File: config.mk
export PLATFORM = sky130hd
export DESIGN_NAME = serial_pixel_comparator_flat
export DESIGN_NICKNAME = d
export VERILOG_FILES = /design/src/rtl/serial_pixel_comparator_if.sv /design/src/rtl/serial_pixel_comparator.sv /design/src/flat_wrapper.sv
export SDC_FILE = /design/constraint.sdc
export NUM_CORES = 1
export LEC_CHECK = 0
export BUFFER_PORTS_ARGS = -buffer_cell sky130_fd_sc_hd__buf_2
export CAP_MARGIN = 20
export CORE_MARGIN = 5
export CORE_UTILIZATION = 40
export CTS_BUF_LIST = sky130_fd_sc_hd__clkbuf_16
export DETAILED_ROUTE_END_ITERATION = 6
export PLACE_DENSITY = 0.65
export SYNTH_ARGS = -nofsm -noshare
export SYNTH_HDL_FRONTEND = slang
export SYNTH_SLANG_ARGS = --single-unit
File: constraint.sdc
create_clock -name clk -period 2.3 [get_ports clk]
set_input_delay 0.46 -clock clk [delete_from_list [all_inputs] [get_ports clk]]
set_output_delay 0.46 -clock clk [all_outputs]
set_load 0.1 [all_outputs]
File: src/rtl/serial_pixel_comparator_if.sv
// Pixel-pair handshake bundle for the serial comparator.
// slave: comparator side; master: fetch/sort side.
interface serial_pixel_comparator_if #(
  parameter int PIX_W = 8
) ();
  localparam int SW = $clog2(PIX_W/2) + 1;

  logic             in_valid;
  logic             in_ready;
  logic [PIX_W-1:0] x_pix;
  logic [PIX_W-1:0] y_pix;
  logic             out_valid;
  logic             out_ready;
  logic             gt;
  logic             lt;
  logic             eq;
  logic [PIX_W-1:0] max_pix;
  logic [PIX_W-1:0] min_pix;
  logic [SW-1:0]    slices;

  modport slave (
    input  in_valid, x_pix, y_pix, out_ready,
    output in_ready, out_valid, gt, lt, eq,
    output max_pix, min_pix, slices
  );

  modport master (
    output in_valid, x_pix, y_pix, out_ready,
    input  in_ready, out_valid, gt, lt, eq,
    input  max_pix, min_pix, slices
  );
endinterface

File: src/rtl/serial_pixel_comparator.sv
// MSB-first 2-bit-slice pixel comparator, early exit.
// Ports: clk, rst (sync high), bus (slave modport).
module serial_pixel_comparator #(
  parameter int PIX_W         = 8,
  parameter int APPROX_SLICES = 0
) (
  input  logic clk,
  input  logic rst,
  serial_pixel_comparator_if.slave bus
);
  localparam int SW = $clog2(PIX_W/2) + 1;
  localparam logic [SW-1:0] N =
    SW'(PIX_W/2 - APPROX_SLICES);

  typedef enum logic [1:0] {
    IDLE,
    COMPARE,
    DONE
  } state_t;

  state_t state, state_d;

  logic [PIX_W-1:0] xs_q, ys_q;
  logic [PIX_W-1:0] x_q, y_q;
  logic [SW-1:0]    cnt_q, cnt_d;
  logic [1:0]       xs, ys;
  logic             accept;
  logic             hit_gt, hit_lt, hit_eq;

  logic             ov_q, gt_q, lt_q, eq_q;
  logic [PIX_W-1:0] max_q, min_q;
  logic [SW-1:0]    sl_q;

  assign xs = xs_q[PIX_W-1 -: 2];
  assign ys = ys_q[PIX_W-1 -: 2];
  assign cnt_d = cnt_q + SW'(1);

  assign bus.in_ready  = (state == IDLE) && !rst;
  assign accept        = bus.in_valid && bus.in_ready;
  assign bus.out_valid = ov_q;
  assign bus.gt        = gt_q;
  assign bus.lt        = lt_q;
  assign bus.eq        = eq_q;
  assign bus.max_pix   = max_q;
  assign bus.min_pix   = min_q;
  assign bus.slices    = sl_q;

  always_comb begin
    state_d = state;
    hit_gt  = 1'b0;
    hit_lt  = 1'b0;
    hit_eq  = 1'b0;
    case (state)
      IDLE: begin
        if (accept) state_d = COMPARE;
      end
      COMPARE: begin
        unique case (1'b1)
          (xs > ys): begin
            hit_gt  = 1'b1;
            state_d = DONE;
          end
          (xs < ys): begin
            hit_lt  = 1'b1;
            state_d = DONE;
          end
          default: begin
            // Equal slice: finish only on the last considered one.
            if (cnt_d == N) begin
              hit_eq  = 1'b1;
              state_d = DONE;
            end
          end
        endcase
      end
      DONE: begin
        if (ov_q && bus.out_ready) state_d = IDLE;
      end
      default: state_d = IDLE;
    endcase
  end

  always_ff @(posedge clk) begin
    if (rst) begin
      state <= IDLE;
      xs_q  <= '0;
      ys_q  <= '0;
      x_q   <= '0;
      y_q   <= '0;
      cnt_q <= '0;
      ov_q  <= 1'b0;
      gt_q  <= 1'b0;
      lt_q  <= 1'b0;
      eq_q  <= 1'b0;
      max_q <= '0;
      min_q <= '0;
      sl_q  <= '0;
    end else begin
      state <= state_d;
      if (accept) begin
        xs_q  <= bus.x_pix;
        ys_q  <= bus.y_pix;
        x_q   <= bus.x_pix;
        y_q   <= bus.y_pix;
        cnt_q <= '0;
      end
      if (state == COMPARE) begin
        cnt_q <= cnt_d;
        xs_q  <= xs_q << 2;
        ys_q  <= ys_q << 2;
      end
      if (hit_gt) begin
        ov_q  <= 1'b1;
        gt_q  <= 1'b1;
        lt_q  <= 1'b0;
        eq_q  <= 1'b0;
        max_q <= x_q;
        min_q <= y_q;
        sl_q  <= cnt_d;
      end
      if (hit_lt) begin
        ov_q  <= 1'b1;
        gt_q  <= 1'b0;
        lt_q  <= 1'b1;
        eq_q  <= 1'b0;
        max_q <= y_q;
        min_q <= x_q;
        sl_q  <= cnt_d;
      end
      if (hit_eq) begin
        ov_q  <= 1'b1;
        gt_q  <= 1'b0;
        lt_q  <= 1'b0;
        eq_q  <= 1'b1;
        max_q <= x_q;
        min_q <= y_q;
        sl_q  <= N;
      end
      if (state == DONE && ov_q && bus.out_ready)
        ov_q <= 1'b0;
    end
  end
endmodule

File: src/flat_wrapper.sv
// flat-port wrapper written by rule: the top's interface ports become plain ports
module serial_pixel_comparator_flat 
#(
  parameter int PIX_W         = 8,
  parameter int APPROX_SLICES = 0
)
  (clk, rst, bus_in_valid, bus_x_pix, bus_y_pix, bus_out_ready, bus_in_ready, bus_out_valid, bus_gt, bus_lt, bus_eq, bus_max_pix, bus_min_pix, bus_slices);
  serial_pixel_comparator_if #(.PIX_W(PIX_W)) bus_i ();
  input  logic clk;
  input  logic rst;
  input wire logic [$bits(bus_i.in_valid)-1:0] bus_in_valid;
  input wire logic [$bits(bus_i.x_pix)-1:0] bus_x_pix;
  input wire logic [$bits(bus_i.y_pix)-1:0] bus_y_pix;
  input wire logic [$bits(bus_i.out_ready)-1:0] bus_out_ready;
  output wire logic [$bits(bus_i.in_ready)-1:0] bus_in_ready;
  output wire logic [$bits(bus_i.out_valid)-1:0] bus_out_valid;
  output wire logic [$bits(bus_i.gt)-1:0] bus_gt;
  output wire logic [$bits(bus_i.lt)-1:0] bus_lt;
  output wire logic [$bits(bus_i.eq)-1:0] bus_eq;
  output wire logic [$bits(bus_i.max_pix)-1:0] bus_max_pix;
  output wire logic [$bits(bus_i.min_pix)-1:0] bus_min_pix;
  output wire logic [$bits(bus_i.slices)-1:0] bus_slices;
  assign bus_i.in_valid = bus_in_valid;
  assign bus_i.x_pix = bus_x_pix;
  assign bus_i.y_pix = bus_y_pix;
  assign bus_i.out_ready = bus_out_ready;
  assign bus_in_ready = bus_i.in_ready;
  assign bus_out_valid = bus_i.out_valid;
  assign bus_gt = bus_i.gt;
  assign bus_lt = bus_i.lt;
  assign bus_eq = bus_i.eq;
  assign bus_max_pix = bus_i.max_pix;
  assign bus_min_pix = bus_i.min_pix;
  assign bus_slices = bus_i.slices;
  serial_pixel_comparator #(.PIX_W(PIX_W), .APPROX_SLICES(APPROX_SLICES)) u_core (.clk(clk), .rst(rst), .bus(bus_i));
endmodule
==> summary.md <==
| Metric | Value |
|---|---|
| Status | completed |
| Synth Register Bits | 60 |
| Cts repair resizes | 0 |
| Nets | approximately 340 |
| CP delay by family, top | compound AO/OA/AOI/OAI gates |
| Routed vias | 2,043 |
| Setup WS post-layout | between 0.4 and 0.5 ns |
| Number of fillers in the final layout | just under 600 |
| Fin Setup TNS | 0 ns |
| Multi-input gate area | roughly 1200 um^2 |
| Clk_skew | 0.006354 ns |
| Initial Utilization | between 40% and 50% |
| Crit path depth | 6 |
| Post-synthesis cell type count | 35 |
| Synth area leader | dfxtp_1 |
| Hold_ws | 0.4159 ns |
| Hold buffers post-CTS | 0 |
| DRT Pass-1 Iters | 4 |
| Worst-skew pair later-pin latency | 0.32 ns |
| Vias in the first global route | 1,940 |
| CTS buffer count | 9 |
| Core Util, Final | between 40% and 50% |
| Row count | 29 |
| Initial DRC Count | between 100 and 150 |
| Hold path depth | 3 |
| Adder-Cell Fraction of Synth Area | 1.958% |
| Peak supply drop | about 0.00049 V |
| Simple-gate share of the synthesized area | between 20% and 30% |
| Register area | 1201 um^2 |
| Slew Limit Fails | 0 |
| P&R area growth vs syn | 21.19% |
| Core Region | 6277 um^2 |
| Top-area cell type share of the netlist area | roughly 47% |
| Non-filler cells, final | roughly 400 |
| Full die area | slightly above 8000 um^2 |
| Mux cell area share after synthesis | between 6 and 7% |
| Gr usage total | about 15% |
| Max-Cap Viols | 0 |
| Dpl hpwl | slightly below 4000 um |
| Cell area after layout | 3098 um^2 |
| Worst r2r path cells | 6 |
| Arrival @ worst endpoint | roughly 2.1 ns |
| Mapped Area | 2556 um^2 |
| Tot Pwr | approximately 3.1 mW |
| Maximum clock frequency | 534.4 MHz |
| Yosys warns | 0 |
| Synth Area in Compound Gates | 17.62% |
| Syn nets | ~300 |
| Initial antenna violation count | 0 |
| Critical Path Source Type | flip-flop |
| Slew HR | 52.30% |
| Final setup fails | 0 |
| Largest family of logic cells by synthesized area | simple AND/OR/NAND/NOR gates |
| CTS tree | built |
| Gr ovfl total | 0 |
| Worst-Margin Slew | roughly 0.7 ns |
| Antenna Nets Post-Route | 0 |
| Commonest non-fill, non-tap cell in the layout | nand2_1 |
| Detailed-route DRC error count | 0 |
| Crit end category | flip-flop |
| PwrDens | 1007 nW/um^2 |
| Vias/cell | 5.120 |
| Ant diodes | 0 |
| Synth Instances | between 200 and 300 |
| Final Hold Fails | 0 |
| R2r setup slk | 0.43 ns |
| Placed inst area | ~2800 um^2 |
| Die height | roughly 90 um |
| Clk slew on worst S/H paths | 0.05 ns |
| CP required | ~2.5 ns |
| Largest cells by area after synthesis | dfxtp_1, nand2_1, mux2i_1, a21oi_1, a211oi_2 |
| RSZ-0062 raised after global routing | false |
| Commonest non-fill, non-tap cells in the layout | nand2_1, dfxtp_1, buf_2 |
| Inst Count DP | 385 |
| Port-buffer cells | 43 |
| Period Utilization, post-route | 81.36% |
| Final Wtd Congestion | approximately 0.9 |
| CP max-delay cell | o221a_2 |
| Critical path's largest stage delay | roughly 0.34 ns |
| WP buf/inv | 1 |
| Num Clock Sinks | 60 |
| DP Worst Slack | between 0.4 and 0.5 ns |
| Min-delay worst type | in2reg |
| H-tree depth | 3 |
| Root Driver | clkbuf_16 |
| CP Cell Sequence | inv_1, ha_1, nand2_1, o21ai_2, nand2_2, o221a_2 |
| Setup Fix Bufs, Post-CTS | 0 |
| CP Max Fanout | 17 |
| Largest net degree at the start of global routing | 31 |
| DR WL/cell | between 10 and 15 um |
| Xor and xnor area share after synthesis | 0.3426% |
| Final WL | between 5000 and 6000 um |
| Max Root-Sink Buffers | 2 |
| First-pass GRT wire length | between 9000 and 10,000 um |
| Leak pwr | around 1.2 nW |
| Share of layout cells above drive strength 1 | 27.64% |
| Average size of a mapped cell | a little over 9 um^2 |
| Seq/Total Area, Yosys | 46.99% |
| Setup CP Type | reg2reg |
| Num ports | between 40 and 50 |
| Die Wd | between 80 and 90 um |
| Final Critical Period | ~1.9 ns |
[where the power goes]
group	switching [mW]	internal (mW)	total, mW
registers	0.0561	1.12	1.18
logic	0.531	0.189	0.720
clock network	0.412	0.809	1.22
total	0.999	2.12	3.12
[area by class of cell]
class | instances | area share [%]
well taps | 77 | 3.110
inverters | 5 | 0.6058
multi-input cells | 194 | 39.86
repair buffers | 49 | 8.885
flip-flops and latches | 60 | 38.77
clock buffers | 9 | 7.270
clock inverters | 5 | 1.494
[metal layers]
layer  vias to the layer above  global-route usage (%)  wire length, um
met5                         -                       0                0
met4                         0                   6.700               78
met3                         6                   4.591              291
met2                        41                   19.88             2464
met1                       935                   20.69             2795
li1                       1061                       -                -
[cells by family (layout without fill, tap and decap cells)]
family                     after synthesis  count (layout)
and+or+nand+nor                        109             109
xor gates and xnor gates                 1               1
DFF                                     60              60
muxes                                   16              16
adders and majority gates                4               4
AOI/OAI and AO/OA                       64              64
buffers and inverters                   24              68
[path summary, 6_finish.rpt]
check	start	end
max	u_core.ys_q[7]$_SDFFE_PP0P_	u_core.bus.slices[2]$_SDFFE_PP0P_
min	bus_x_pix[1]	u_core.xs_q[1]$_SDFFE_PP0P_
max reg2reg	u_core.ys_q[7]$_SDFFE_PP0P_	u_core.bus.slices[2]$_SDFFE_PP0P_
min reg2reg	u_core.xs_q[1]$_SDFFE_PP0P_	u_core.xs_q[1]$_SDFFE_PP0P_
[cells in the mapped netlist]
cell,n
a21oi_1,28
nor3b_1,1
buf_6,1
a22oi_1,1
nor2_1,4
mux2i_1,16
o21a_1,1
and2b_4,1
o21ai_0,1
a2111oi_1,1
inv_1,5
ha_1,4
nor2_4,1
and3_1,1
nand2b_1,2
a2111oi_0,1
o21ai_2,1
nand3_1,4
a31oi_1,13
nor3_2,10
nor4b_4,1
buf_2,3
buf_4,6
xor2_1,1
dfxtp_1,60
a211oi_1,6
nor2b_1,1
o221a_2,1
a211oi_2,10
nand3_2,1
nand2_1,67
buf_8,1
nand2_2,1
nor3_1,14
clkbuf_1,8
[flip-flops by register name, indices dropped and copies added (netlist names), 2 cells and up]
register,cells
u_core.cnt_q,3
u_core.xs_q,8
u_core.bus.slices,3
u_core.bus.min_pix,8
u_core.bus.max_pix,8
u_core.x_q,8
u_core.y_q,8
u_core.state,2
u_core.ys_q,8
[worst register-to-register path: cells and delay by family (launching register included)]
kind	cells	cell delay (ns)
AO/OA/AOI/OAI	2	0.62
adder cells (fa/ha/maj)	1	0.31
buffers and inverters	1	0.05
flip-flops	1	0.32
AND/OR/NAND/NOR	2	0.48
No activity file was read; power rests on OpenSTA's default activity.
